==> src/rtl/boot_pkg.sv <==
// boot_pkg: state encodings, MesaBus register offsets and key constants for boot_slot_ctrl.
package boot_pkg;
    typedef enum logic [2:0] {
        IDLE    = 3'd0,
        HOLDOFF = 3'd1,
        ARMED   = 3'd2,
        FIRE    = 3'd3,
        DONE    = 3'd4
    } state_t;
    localparam logic [7:0]  ADDR_OFS = 8'h2C;
    localparam logic [7:0]  KEY_OFS  = 8'h30;
    localparam logic [31:0] ARM_KEY  = 32'h41524D21;
    localparam logic [31:0] FIRE_KEY = 32'h474F2121;
endpackage

==> src/rtl/jumper_debounce.sv <==
// jumper_debounce: two-flop synchronizer plus saturating low-level debounce counter.
module jumper_debounce #(
    parameter int DEBOUNCE_CYC = 16
) (
    input  logic clk,
    input  logic reset_l,
    input  logic jp1_l,
    output logic jumper_on
);
    localparam int W = $clog2(DEBOUNCE_CYC + 1);
    localparam logic [W-1:0] MAX = W'(DEBOUNCE_CYC);
    logic s1, s2;
    logic [W-1:0] cnt;
    always_ff @(posedge clk or negedge reset_l) begin
        if (!reset_l) begin
            s1  <= 1'b1;
            s2  <= 1'b1;
            cnt <= '0;
        end else begin
            s1  <= jp1_l;
            s2  <= s1;
            cnt <= s2 ? '0 : (cnt == MAX ? cnt : cnt + 1'b1);
        end
    end
    assign jumper_on = cnt == MAX;
endmodule

==> src/rtl/boot_slot_ctrl.sv <==
// boot_slot_ctrl: one-shot warmboot request, from the debounced boot jumper or an ARM/FIRE key sequence.
module boot_slot_ctrl
    import boot_pkg::*;
#(
    parameter int          I_AM_SLOT0   = 1,
    parameter logic [31:0] SLOT1_ADDR   = 32'h00200000,
    parameter int          DEBOUNCE_CYC = 16,
    parameter int          HOLDOFF_CYC  = 1000,
    parameter int          ARM_TIMEOUT  = 65535
) (
    input  logic        clk,
    input  logic        reset_l,
    input  logic        jp1_l,
    input  logic        prom_wr,
    input  logic [31:0] prom_addr,
    input  logic [31:0] prom_wr_d,
    output logic        reconfig_req,
    output logic [31:0] reconfig_addr,
    output logic [2:0]  boot_state
);
    localparam int HW = $clog2(HOLDOFF_CYC + 1);
    localparam int AW = $clog2(ARM_TIMEOUT + 1);
    localparam logic [HW-1:0] HOLD_LAST = HW'(HOLDOFF_CYC - 1);
    localparam logic [AW-1:0] ARM_LAST  = AW'(ARM_TIMEOUT);
    state_t state, state_nx;
    logic jumper_on, addr_wr, key_wr, arm_wr, fire_wr, bad_wr, unused;
    logic [HW-1:0] hold_cnt;
    logic [AW-1:0] arm_cnt;
    logic [31:0] slot_addr, target;
    jumper_debounce #(.DEBOUNCE_CYC(DEBOUNCE_CYC)) u_debounce (
        .clk       (clk),
        .reset_l   (reset_l),
        .jp1_l     (jp1_l),
        .jumper_on (jumper_on)
    );
    assign unused  = ^prom_addr[31:8];
    assign addr_wr = prom_wr && prom_addr[7:0] == ADDR_OFS;
    assign key_wr  = prom_wr && prom_addr[7:0] == KEY_OFS;
    assign arm_wr  = key_wr && prom_wr_d == ARM_KEY;
    assign fire_wr = key_wr && prom_wr_d == FIRE_KEY;
    assign bad_wr  = key_wr && !arm_wr && !fire_wr;
    always_comb begin
        state_nx = state;
        target   = reconfig_addr;
        case (state)
            IDLE:    state_nx = (I_AM_SLOT0 == 1 && jumper_on) ? HOLDOFF : (arm_wr ? ARMED : IDLE);
            HOLDOFF: begin
                if (!jumper_on) state_nx = IDLE;
                else if (hold_cnt == HOLD_LAST) begin
                    state_nx = FIRE;
                    target   = SLOT1_ADDR;
                end
            end
            ARMED: begin
                if (fire_wr) begin
                    state_nx = FIRE;
                    target   = slot_addr;
                end else if (bad_wr || arm_wr || addr_wr || arm_cnt == ARM_LAST) state_nx = IDLE;
            end
            FIRE:    state_nx = DONE;
            DONE:    state_nx = DONE;
            default: state_nx = IDLE;
        endcase
    end
    // Counters clear whenever their state is not current, so each entry starts from 0.
    always_ff @(posedge clk or negedge reset_l) begin
        if (!reset_l) begin
            state         <= IDLE;
            reconfig_addr <= '0;
            slot_addr     <= '0;
            hold_cnt      <= '0;
            arm_cnt       <= '0;
        end else begin
            state         <= state_nx;
            reconfig_addr <= target;
            slot_addr     <= addr_wr ? {prom_wr_d[31:3], 3'b000} : slot_addr;
            hold_cnt      <= state == HOLDOFF ? hold_cnt + 1'b1 : '0;
            arm_cnt       <= state == ARMED ? arm_cnt + 1'b1 : '0;
        end
    end
    assign reconfig_req = state == FIRE;
    assign boot_state   = state;
endmodule

==> config.mk <==
export PLATFORM = sky130hd
export DESIGN_NAME = boot_slot_ctrl
export DESIGN_NICKNAME = d
export VERILOG_FILES = /design/src/rtl/boot_pkg.sv /design/src/rtl/jumper_debounce.sv /design/src/rtl/boot_slot_ctrl.sv
export SDC_FILE = /design/constraint.sdc
export NUM_CORES = 1
export LEC_CHECK = 0
export BUFFER_PORTS_ARGS = -buffer_cell sky130_fd_sc_hd__buf_2
export CAP_MARGIN = 30
export CORE_ASPECT_RATIO = 0.7
export CORE_MARGIN = 2
export CORE_UTILIZATION = 40
export DETAILED_ROUTE_END_ITERATION = 12
export PLACE_DENSITY_LB_ADDON = 0.12
export SETUP_SLACK_MARGIN = 0.15
export SKIP_LAST_GASP = 1
export SLEW_MARGIN = 20
export SYNTH_ARGS = -nofsm -noshare
export SYNTH_HDL_FRONTEND = slang
export SYNTH_SLANG_ARGS = --single-unit
==> constraint.sdc <==
create_clock -name clk -period 2 [get_ports clk]
set_input_delay 0.4 -clock clk [delete_from_list [all_inputs] [get_ports clk]]
set_output_delay 0.4 -clock clk [all_outputs]
set_load 0.1 [all_outputs]
Word-level counts from Yosys, hierarchy flattened
Index checks and enable logic that the tools add are counted. Widths: inputs -> output; s select.

Memory bits (read-only): 0. Input port bits: 68. Word-level logic and storage cells: 59. Memory bits (writable): 0. Register bits: 97. Memories: 0. Bits in latches: 0.

Mux-type cells: 15. Equality and inequality tests: 17. Reductions and logical operators: 16. Add/sub/neg operators: 3. Bitwise logic cells: 0. Magnitude comparators: 0. $mul: 0. Divide/modulo/power cells: 0. Shift-type cells: 0.

Operators with widths (number): $mux 32 (3); $eq 32x31->1 const B (2); $pmux 32 s2 (1); $add 16x1->16 const B (1); $eq 16x16->1 const B (1); $eq 8x6->1 const B (2); $mux 16 (1); $mux 3 (4); $pmux 3 s4 (1); $add 10x1->10 const B (1); $eq 10x10->1 const B (1); $mux 10 (1); $mux 5 (2); $eq 3x2->1 const B (2); $logic_and 1x1->1 (6); $ne 2x2->1 const B (3); $ne 3x3->1 const B (2); $add 5x1->5 const B (1); $eq 5x5->1 const B (1); $mux 2 (2); $reduce_and 4->1 (1); $eq 3x1->1 const B (1); $eq 3x3->1 const B (1); $logic_not 3->1 (1); other kinds (6) (9).

Longest topological paths before layout
Word-level depth: 12. Gate-level depth with buffers: 8. Gate-level depth less buffers: 6.

By module
From an unflattened synthesis, not the netlist that was laid out.

Cell total of the unflattened synthesis: 386. Area, all modules: 4424.2 sq um.

Modules (own cells, without submodules): boot_slot_ctrl (instances 1, sequential area each 2177.1 sq um, area each 4082.7 sq um, cells each 358); jumper_debounce (instances 1, sequential area each 177.7 sq um, area each 341.6 sq um, cells each 28).

Worst setup path after synthesis
No wires, ideal clock.

Kind: reg-to-reg. From: reg state[1] (netlist: boot_state[1]). To: reg reconfig_addr[22]. Setup time: 79 ps. Stages on the path, launching flop included: 8. Clock period less this slack: 2514 ps. Slack: -514 ps. Arrival: 2435 ps. Data required time: 1921 ps. Path through: dfrtp_1 -> nor3b_2 -> nand4_1 -> nor4_2 -> o22a_2 -> buf_6 -> buf_12 -> mux2i_1.

Word-level cells in the longest chain between the ends: 3. Elaborated cells between the ends (all ways): 8.

Ends and longest elaborated chain: start, declared (RTL line boot_slot_ctrl.sv:25) `state_t state, state_nx;`; start signal, assigned (RTL line boot_slot_ctrl.sv:74) `state <= state_nx;`; $eq 3x1->1 / $eq 3x2->1 (equally long branches) (RTL line boot_slot_ctrl.sv:45) `case (state)`; $ne 2x2->1 (no source line) / $reduce_bool 2->1 (equally long branches); $reduce_and 4->1 (no source line); end signal, assigned (RTL line boot_slot_ctrl.sv:75) `reconfig_addr <= target;`; end, declared (RTL line boot_slot_ctrl.sv:18) `output logic [31:0] reconfig_addr,`.

Parallel ways exist; a longest one is shown, timed or not. A chain may end at the register's enable or synchronous reset.

Worst setup path after layout
From: in prom_wr_d[12]. To: reg reconfig_addr[5].

Word-level cells in the longest chain between the ends: 4.

Ends and longest elaborated chain: start, declared (RTL line boot_slot_ctrl.sv:16) `input logic [31:0] prom_wr_d,`; $eq 32x31->1 (RTL line boot_slot_ctrl.sv:40) `assign fire_wr = key_wr && prom_wr_d == FIRE_KEY;`; $logic_and 1x1->1 (RTL line boot_slot_ctrl.sv:40); $ne 2x2->1 (no source line); $reduce_and 4->1 (no source line).

Every way passes these cells.

==> out/metrics.cfg <==
[worst_setup_path]
crit_path_start_kind=input port
crit_path_end_kind=flop
startpoint=prom_wr_d[12]
r2r_cells=6
regToRegSetupSlack_ns=0.12
rr_endpoint=reconfig_addr[5]$_DFFE_PN0P_
required_ns=2.26
crit_fanout=12
critPathKind=input port to flop
worstReg2RegStart=boot_state[0]$_DFFE_PN0P_
cp-endpoint=reconfig_addr[5]$_DFFE_PN0P_
worstPathArrival_ns=2.17

[placement]
dp_cells=597
port_buffers=76
post-dp-hpwl_um=6370
globalplace.congestion=0.789
preCtsSetupSlack_ns=-0.508

[synth]
synth_compound_area_share_pct=2.67
yosysSeqAreaShare_pct=55.2
yosysWarnings=0
synth_cell_types=47
synth-seq-cells=94
synth-simple-area-share_pct=16.1
synth_top_area_cell=dfrtp_1
synth_top_area_share_pct=53.9
synthMuxAreaShare_pct=15.3
synth-edff-count=0
async_flop_share_pct=100
synth_flop_cell=dfrtp_1
synth_top_family_by_area=simple AND/OR/NAND/NOR gates
synth_adder_area_share_pct=1.17
synthTopCellsByArea=dfrtp_1 54%, mux2i_1 6.8%, mux2_1 5.0%, mux2_4 3.5%, nand2_1 3.4%
syn_avg_cell_area_um2=11.5
syn_area_um2=4270
yosys.area_share.xor_xnor_pct=4.31
synthCells=372

[worst_hold_path]
hp-class=input port to async pin

[sta]
hold_viol=0
relSlewSlack_pct=62.1
skew_ns=0.0108
period_minus_slack_ns=1.91
finalCritPeriodShare_pct=95.7
worst_slew_pin_slew_ns=0.569
timing.fmax_mhz=522
setup_viol=0
fin_ws_ns=0.0854
slew_viol_final=0
rsz0062_at_grt=yes

[floorplan]
die-area_um2=11500
rows=31
ios=104
start_util_pct=41.2
dieWidth_um=127
die_h_um=90.4
core_area_um2=10400

[route]
first_pass_iters=5
ant_nets=0
vias_per_cell=4.86
wl_per_cell_um=15.0
drc=0
num_vias=3008
first_iter_violations=97
wl_um=9270

[clock_tree]
clockRootBuffer=clkbuf_16
tritoncts=yes
clk_latency_ns=0.34
htree_levels=3
clock_sinks=94
cts_hold_buf=0
clock_path_buffers=2
cts_buffers=9
clk_pin_slew_ns=0.07

[finish]
fin_nets=554
area_growth_pct=29.6
final_cells=619
drive_above_1_share_pct=31.8
diodes=0

[global_route]
antenna_found_initial=0
grt_pass1_vias=3108
overflow=0
grt_max_degree=42
grt_usage_pct=17.1
grt_pass1_wl_um=15400

[power_and_ir_drop]
p_total_mw=4.27
p_leak_nw=2.62
ir_drop_mv=0.458
power_density_nw_per_um2=771

[flow_run]
max_cap_violations=0

[status]
status=complete, no violations

==> through the flow <==
stage | hold slack [ns] | setup TNS (ns) | cell area [um2] | util (%)
final | 0.0628 | 0 | 5530 | 53.4
after global routing | 0.0991 | -0.000506 | 5530 | 53.4
after CTS | 0.0768 | 0 | 5430 | 52.5
after detailed placement | 0.347 | -15.80 | 5010 | 48.4
after global placement | 0.352 | -14.61 | 5010 | 48.4
after floorplan | 0.104 | 0 | 4320 | -
==> state kept, by name, summed over array words and instances (netlist names) <==
signal / count
arm_cnt: 16
boot_state: 3
hold_cnt: 10
reconfig_addr: 29
slot_addr: 29
u_debounce.cnt: 5
u_debounce.s1: 1
u_debounce.s2: 1
==> synth_stat cells (2+ instances only) <==
cell type,instances
a21o_1,2
a21oi_1,5
and2_1,3
and3_1,3
and4_1,2
buf_2,2
buf_4,4
buf_6,2
clkbuf_1,6
dfrtp_1,92
dfstp_2,2
ha_1,4
inv_1,31
mux2_1,19
mux2_4,10
mux2i_1,29
nand2_1,39
nand3_1,12
nand4_1,7
nand4bb_1,2
nor2_1,32
nor2b_1,2
nor3_1,4
nor4_1,3
nor4b_1,3
nor4bb_1,4
o21ai_0,5
or3_1,5
xnor2_1,9
xor2_1,12
==> area by class of cell <==
class                           count  area (um2)
Clock buffer                        9         225
Multi-Input combinational cell    234        1790
Fill cell                         918        4820
Inverter                           31         116
Timing Repair Buffer              112         728
Clock inverter                      7         145
Tap cell                          132         165
Sequential cell                    94        2360
==> cell usage in the layout, fill, tap and decap left out, drive strengths merged, types with 2 or more instances in the layout <==
master / synthesis / final
nor3: 4 / 4
nor2: 32 / 32
clkinv: 0 / 2
dfstp: 2 / 2
dfrtp: 92 / 92
nor4bb: 4 / 4
nor4b: 4 / 4
and2: 3 / 3
a21o: 2 / 2
nand4: 7 / 7
conb: 1 / 3
and3: 3 / 3
nand3: 12 / 12
or3: 5 / 5
and4: 2 / 2
inv: 31 / 32
nand4bb: 2 / 2
buf: 9 / 111
nand2: 39 / 39
a21oi: 5 / 5
nor2b: 2 / 2
mux2: 29 / 29
bufinv: 0 / 4
o21ai: 5 / 5
xnor2: 9 / 9
o22a: 2 / 2
clkbuf: 6 / 10
nor4: 4 / 4
mux2i: 29 / 29
xor2: 12 / 12
ha: 4 / 4
==> power by group <==
part	internal, mW	leakage [nW]	total (mW)	switching (mW)
sequential	1.94	1.14	1.96	0.0239
clock	1.36	0.182	2.08	0.728
combinational	0.104	1.29	0.222	0.118
==> how the worst min path moves through the flow <==
stage | from | to | depth (start not counted)
after floorplan | reset_l | arm_cnt[0]$_DFF_PN0_ | 0
after global placement | u_debounce.s1$_DFF_PN1_ | u_debounce.s2$_DFF_PN1_ | 0
after detailed placement | u_debounce.s1$_DFF_PN1_ | u_debounce.s2$_DFF_PN1_ | 0
after CTS | reset_l | reconfig_addr[8]$_DFFE_PN0P_ | 1
after global routing | reset_l | arm_cnt[12]$_DFF_PN0_ | 1
final | reset_l | arm_cnt[12]$_DFF_PN0_ | 1
==> layer usage <==
layer  global-route usage [%]  wire length [um]
met5                        0                 0
met4                     6.32               158
met3                     5.57               456
met2                     26.1              4040
met1                     22.8              4620
==> timing repair <==
action                                  in CTS  in global routing
cloned                                       0                  2
endpoints found under the setup margin      30                 29
setup buffers                                0                  4
resized for setup                            9                  7
==> critical path: stages <==
cell and delay, ns:
buf_2 0.12, nor4b_4 0.32, buf_4 0.17, nand4_1 0.13, nor4_2 0.33, o22a_2 0.31, buf_12 0.19, mux2i_1 0.20
==> logic make-up after synthesis <==
family,Yosys count
mux,58
flops,94
compound gates,18
other cells,1
fa+ha+maj,4
xor+xnor,21
simple gates,130
buf+inv,46
Note: power is estimated with default switching activity, not from simulation.
